**src/rtl/piso_serializer_if.sv**
```systemverilog
// Load/serial bundle for piso_serializer.
//   master: producer/observer side -- drives din, load_valid; sees the rest.
//   slave : serializer side -- takes din, load_valid; drives load_ready,
//           sout, sout_valid, frame_start, done.
interface piso_serializer_if #(
  parameter int WIDTH = 4
);
  logic [WIDTH-1:0] din;
  logic             load_valid;
  logic             load_ready;
  logic             sout;
  logic             sout_valid;
  logic             frame_start;
  logic             done;

  modport master (
    output din, load_valid,
    input  load_ready, sout, sout_valid, frame_start, done
  );

  modport slave (
    input  din, load_valid,
    output load_ready, sout, sout_valid, frame_start, done
  );
endinterface

```
**src/rtl/piso_serializer.sv**
```systemverilog
// Parallel-in/serial-out transmitter.
// A WIDTH-bit word is taken over a valid/ready load handshake and sent one bit
// per clock, MSB or LSB first, with framing strobes.
//   clk  : rising-edge clock
//   clr  : asynchronous active-high clear, drops any frame in progress
//   bus  : slave side of piso_serializer_if
//          din/load_valid in, load_ready/sout/sout_valid/frame_start/done out
// All outputs decode registered state only; din/load_valid only steer the
// next-state logic.
module piso_serializer #(
  parameter int WIDTH     = 4,
  parameter bit MSB_FIRST = 1'b1
) (
  input  logic                 clk,
  input  logic                 clr,
  piso_serializer_if.slave     bus
);
  localparam int            CW   = $clog2(WIDTH);
  localparam logic [CW-1:0] LAST = CW'(WIDTH - 1);

  typedef enum logic {IDLE = 1'b0, SHIFT = 1'b1} state_t;

  state_t           state_q, state_d;
  logic [WIDTH-1:0] shreg_q, shreg_d;
  logic [CW-1:0]    cnt_q,   cnt_d;
  logic             done_q,  done_d;

  logic last_bit, load_ready, accept;

  assign last_bit   = (state_q == SHIFT) && (cnt_q == LAST);
  // Accepting during the last bit gives gap-free back-to-back frames.
  assign load_ready = (state_q == IDLE) || last_bit;
  assign accept     = bus.load_valid && load_ready;

  always_ff @(posedge clk or posedge clr) begin
    if (clr) begin
      state_q <= IDLE;
      shreg_q <= '0;
      cnt_q   <= '0;
      done_q  <= 1'b0;
    end else begin
      state_q <= state_d;
      shreg_q <= shreg_d;
      cnt_q   <= cnt_d;
      done_q  <= done_d;
    end
  end

  always_comb begin
    state_d = state_q;
    shreg_d = shreg_q;
    cnt_d   = cnt_q;
    done_d  = 1'b0;
    case (state_q)
      IDLE: ;
      SHIFT: begin
        if (!last_bit) begin
          // Move the next bit toward the output end, zero-fill behind it.
          shreg_d = MSB_FIRST ? {shreg_q[WIDTH-2:0], 1'b0}
                              : {1'b0, shreg_q[WIDTH-1:1]};
          cnt_d   = cnt_q + CW'(1);
        end else begin
          done_d  = 1'b1;
          state_d = IDLE;
          cnt_d   = '0;
        end
      end
      default: state_d = IDLE;
    endcase
    // A load overrides the idle/last-bit fallthrough above.
    if (accept) begin
      shreg_d = bus.din;
      cnt_d   = '0;
      state_d = SHIFT;
    end
  end

  assign bus.load_ready  = load_ready;
  assign bus.sout_valid  = (state_q == SHIFT);
  assign bus.sout        = (state_q == SHIFT) &
                           (MSB_FIRST ? shreg_q[WIDTH-1] : shreg_q[0]);
  assign bus.frame_start = (state_q == SHIFT) && (cnt_q == '0);
  assign bus.done        = done_q;
endmodule
```
**src/flat_wrapper.sv**
```systemverilog
// flat-port wrapper written by rule: the top's interface ports become plain ports
module piso_serializer_flat 
#(
  parameter int WIDTH     = 4,
  parameter bit MSB_FIRST = 1'b1
)
  (clk, clr, bus_din, bus_load_valid, bus_load_ready, bus_sout, bus_sout_valid, bus_frame_start, bus_done);
  piso_serializer_if #(.WIDTH(WIDTH)) bus_i ();
  input  logic clk;
  input  logic clr;
  input wire logic [$bits(bus_i.din)-1:0] bus_din;
  input wire logic [$bits(bus_i.load_valid)-1:0] bus_load_valid;
  output wire logic [$bits(bus_i.load_ready)-1:0] bus_load_ready;
  output wire logic [$bits(bus_i.sout)-1:0] bus_sout;
  output wire logic [$bits(bus_i.sout_valid)-1:0] bus_sout_valid;
  output wire logic [$bits(bus_i.frame_start)-1:0] bus_frame_start;
  output wire logic [$bits(bus_i.done)-1:0] bus_done;
  assign bus_i.din = bus_din;
  assign bus_i.load_valid = bus_load_valid;
  assign bus_load_ready = bus_i.load_ready;
  assign bus_sout = bus_i.sout;
  assign bus_sout_valid = bus_i.sout_valid;
  assign bus_frame_start = bus_i.frame_start;
  assign bus_done = bus_i.done;
  piso_serializer #(.WIDTH(WIDTH), .MSB_FIRST(MSB_FIRST)) u_core (.clk(clk), .clr(clr), .bus(bus_i));
endmodule
```
**config.mk**
```make
export PLATFORM = sky130hd
export DESIGN_NAME = piso_serializer_flat
export DESIGN_NICKNAME = d
export VERILOG_FILES = /design/src/rtl/piso_serializer_if.sv /design/src/rtl/piso_serializer.sv /design/src/flat_wrapper.sv
export SDC_FILE = /design/constraint.sdc
export NUM_CORES = 1
export LEC_CHECK = 0
export CORE_AREA = 4 4 41 43
export CTS_BUF_LIST = sky130_fd_sc_hd__clkbuf_16
export DETAILED_ROUTE_END_ITERATION = 16
export DIE_AREA = 0 0 45 47
export GPL_TIMING_DRIVEN = 1
export PLACE_DENSITY = 0.65
export SYNTH_ARGS = -nofsm -noshare
export SYNTH_HDL_FRONTEND = slang
export SYNTH_SLANG_ARGS = --single-unit
```
**constraint.sdc**
```tcl
create_clock -name clk -period 1.75 [get_ports clk]
set_input_delay 0.4375 -clock clk [delete_from_list [all_inputs] [get_ports clk]]
set_output_delay 0.4375 -clock clk [all_outputs]
set_load 0.01 [all_outputs]
```
==> Implementation_results.wiki, run 1 <==
{| class="wikitable"
! Metric !! Value
|-
| Kind of start point of the critical path || flop
|-
| Vias in the first global route || between 200 and 300
|-
| Part of the Yosys area used for sequential elements || 0.464
|-
| Root Buffer Master || sky130_fd_sc_hd__clkbuf_16
|-
| Layout filler cell count || between 100 and 150
|-
| Final wirelength || 735 µm
|-
| Maximum number of pins on one net before global-route repair || 9
|-
| Data required time of the critical path || 1.31 ns
|-
| Ys Warns || 0
|-
| Nature of the critical path endpoint || output port
|-
| Routed len/inst || about 11 µm
|-
| Final Hold Viols || 0
|-
| GRT Resource Usage Total || 0.0927
|-
| Row count || 13
|-
| IO Pins || 12
|-
| Arrival time reported for the critical path endpoint || roughly 1.2 ns
|-
| Static leakage power || between 0.3 and 0.4 nW
|-
| Number of unique standard cell types used by synthesis || 13
|-
| Die ar. || between 2000 and 2500 µm²
|-
| Post-Synthesis Mean Instance Area || approximately 13 µm²
|-
| Buffer depth of the longest clock path || 2
|-
| CTS Hold Buffers Added || 0
|-
| Clock period minus final worst setup slack || between 1.5 and 2 ns
|-
| Post-synthesis register bit count || 8
|-
| Post-layout util || 0.493
|-
| Syn Nets || 42
|-
| Worst vdd rail ir drop || approximately 0.00085 V
|-
| H-tree depth || 1
|-
| Total count of max-transition violations in the final report || 0
|-
| Setup repair after global routing missed its margin || no
|-
| Final HPWL DP || around 570 µm
|-
| Area Overhead vs Synth || 48.7%
|-
| Residual overflow from global routing || 0
|-
| Total number of vias || roughly 280
|-
| First-pass GRT wire length || approximately 1300 µm
|-
| NumNets Final || 60
|-
| Cell area after synthesis || 432 µm²
|-
| Achievable frequency || between 500 and 600 MHz
|-
| Total CTS buffers || 3
|-
| Slew at the pin closest to its max-slew limit || ~0.3 ns
|-
| Clock insertion delay at the later pin of the skew report || 0.23 ns
|-
| Clock tree from TritonCTS || done
|-
| Number of buffers added on ports || 11
|-
| Fin crit share || 0.960
|-
| Share of layout cells above drive strength 1 || 0.347
|-
| Number of max-capacitance violations reported || 0
|-
| CTS clk-pin slew, worst paths || ~0.040 ns
|-
| Remaining routing DRC violations || 0
|-
| Number of sinks driven by the clock tree || 8
|-
| Synthesized instance count || 33
|-
| Number of antenna violations at the first check in global routing || 0
|-
| Die span in y || ~47 µm
|-
| Number of nets still failing antenna checks after routing || 0
|-
| Number of diodes || 0
|-
| Worst Clk Skew || ~0.0023 ns
|-
| Number of DRC markers after the initial detailed-route iteration || 5
|-
| Outcome || finished clean
|-
| Post-layout worst setup margin || 0.0694 ns
|-
| Number of iterations in the first detailed-routing pass || 3
|-
| Category of the critical setup timing path || reg2out
|-
| Routability-driven placement congestion ratio || a little under 0.7
|-
| Setup Slack @ Placement || -0.0349 ns
|-
| Placeable core region || 1300 µm²
|-
| Path class of the lowest-slack min-delay path || in2async
|-
| Pwr/cell area || between 1500 and 2000 nW/µm²
|-
| Final setup vio count || 0
|-
| Chip Width || between 40 and 50 µm
|-
| Via count normalized by instance count || 4.39
|-
| Critical-path maximum fanout || 3
|-
| Relative slew margins || 0.798
|-
| Initial cell density of the core || 0.332
|}
critical path, cell delays in order, from the launching register on:
cell and delay [ns]:
sky130_fd_sc_hd__dfrtp_1 0.36, sky130_fd_sc_hd__inv_1 0.06, sky130_fd_sc_hd__ha_1 0.18, sky130_fd_sc_hd__and2_1 0.14
sky130_fd_sc_hd__dlygate4sd2_1 0.27
logic make-up after synthesis:
group | share of synthesized area
AOI/OAI and AO/OA | 0.0290
adders and majority gates | 0.0580
buffers and inverters | 0.0696
DFF | 0.464
muxes | 0.258
and+or+nand+nor | 0.122
sequential cells by signal, indices dropped and copies added, names as in the netlist:
register / count
u_core.shreg_q: 4
u_core.bus.sout_valid: 1
u_core.cnt_q: 2
u_core.bus.done: 1
area by class of cell:
type                            instances  area, µm²  share of cell area
Clock buffer                            3       75.1               0.117
Multi-Input combinational cell         20        201               0.314
Inverter                                3       11.3              0.0175
Sequential cell                         8        201               0.314
Tap cell                               15       18.8              0.0292
Timing Repair Buffer                   15        134               0.209
per-stage QoR:
step                      hold slack [ns]  setup TNS [ns]  area (µm²)  power (mW)  cells
final                               0.457               0         642        1.20     64
after CTS                           0.468               0         646        1.22     64
after global placement              0.496               0         564       0.832     60
after detailed placement            0.500         -0.0923         564       0.843     60
after floorplan                     0.253               0         432       0.649     33
after global routing                0.488               0         642        1.29     64
path summary, 6_finish.rpt:
| kind | cells after the start | end | slack, ns | start |
|---|---|---|---|---|
| worst max-delay path | 4 | bus_frame_start | 0.07 | u_core.cnt_q[0] |
| worst min register to register | 1 | u_core.shreg_q[1] | 0.50 | u_core.shreg_q[0] |
| worst min-delay path | 2 | u_core.cnt_q[1] | 0.46 | clr |
| min in group clk | 1 | u_core.shreg_q[1] | 0.50 | u_core.shreg_q[0] |
| worst max register to register | 4 | u_core.shreg_q[1] | 0.38 | u_core.cnt_q[0] |
| max in group asynchronous | 2 | u_core.bus.sout_valid | 1.04 | clr |
where the power goes:
| group | internal, mW | switching [mW] |
|---|---|---|
| registers | 0.269 | 0.0485 |
| logic | 0.310 | 0.195 |
| clock network | 0.294 | 0.0847 |
per-layer routing:
metal  vias up  wire length (µm)  global-route usage
li1        140                 -                   -
met1       131               345               0.117
met2        10               324               0.116
met3         0                65              0.0498
met4         0                 0              0.0702
met5         -                 0                   0
cells in the final DEF (no fill, tap or decap), drive strengths merged:
| cell type | n |
|---|---|
| mux2 | 7 |
| buf | 4 |
| nand2 | 1 |
| inv | 3 |
| dlygate4sd2 | 1 |
| mux2i | 1 |
| ha | 2 |
| o22ai | 2 |
| clkbuf | 4 |
| clkdlybuf4s50 | 9 |
| and2 | 4 |
| dfrtp | 8 |
| nand2b | 3 |
cell usage after synthesis:
master,number,area share
sky130_fd_sc_hd__dfrtp_1,8,0.46
sky130_fd_sc_hd__mux2_4,6,0.21
sky130_fd_sc_hd__and2_1,4,0.058
sky130_fd_sc_hd__inv_1,3,0.026
sky130_fd_sc_hd__ha_1,2,0.058
sky130_fd_sc_hd__nand2b_2,2,0.041
sky130_fd_sc_hd__o22ai_1,2,0.029
sky130_fd_sc_hd__buf_4,1,0.017
sky130_fd_sc_hd__buf_6,1,0.026
sky130_fd_sc_hd__mux2_1,1,0.026
sky130_fd_sc_hd__mux2i_1,1,0.023
sky130_fd_sc_hd__nand2_1,1,0.0087
sky130_fd_sc_hd__nand2b_1,1,0.015
timing repair:
| item | 4_1_cts | 5_1_grt |
|---|---|---|
| gates cloned | 0 | 0 |
| resized for setup | 3 | 2 |
| buffers inserted | 1 | 0 |
| endpoints found under the setup margin | 3 | 1 |
Power figures use the tool's default switching activity.
==> run 2: changes to the inputs <==
--- a/config.mk
+++ b/config.mk
@@ -11,6 +11,7 @@
 export DIE_AREA = 0 0 45 47
 export GPL_TIMING_DRIVEN = 1
 export PLACE_DENSITY = 0.65
+export SLEW_MARGIN = 30
 export SYNTH_ARGS = -nofsm -noshare
 export SYNTH_HDL_FRONTEND = slang
 export SYNTH_SLANG_ARGS = --single-unit
==> results of run 2 <==
Same layout as run 1: the final DEF is identical, and so are final timing and power.
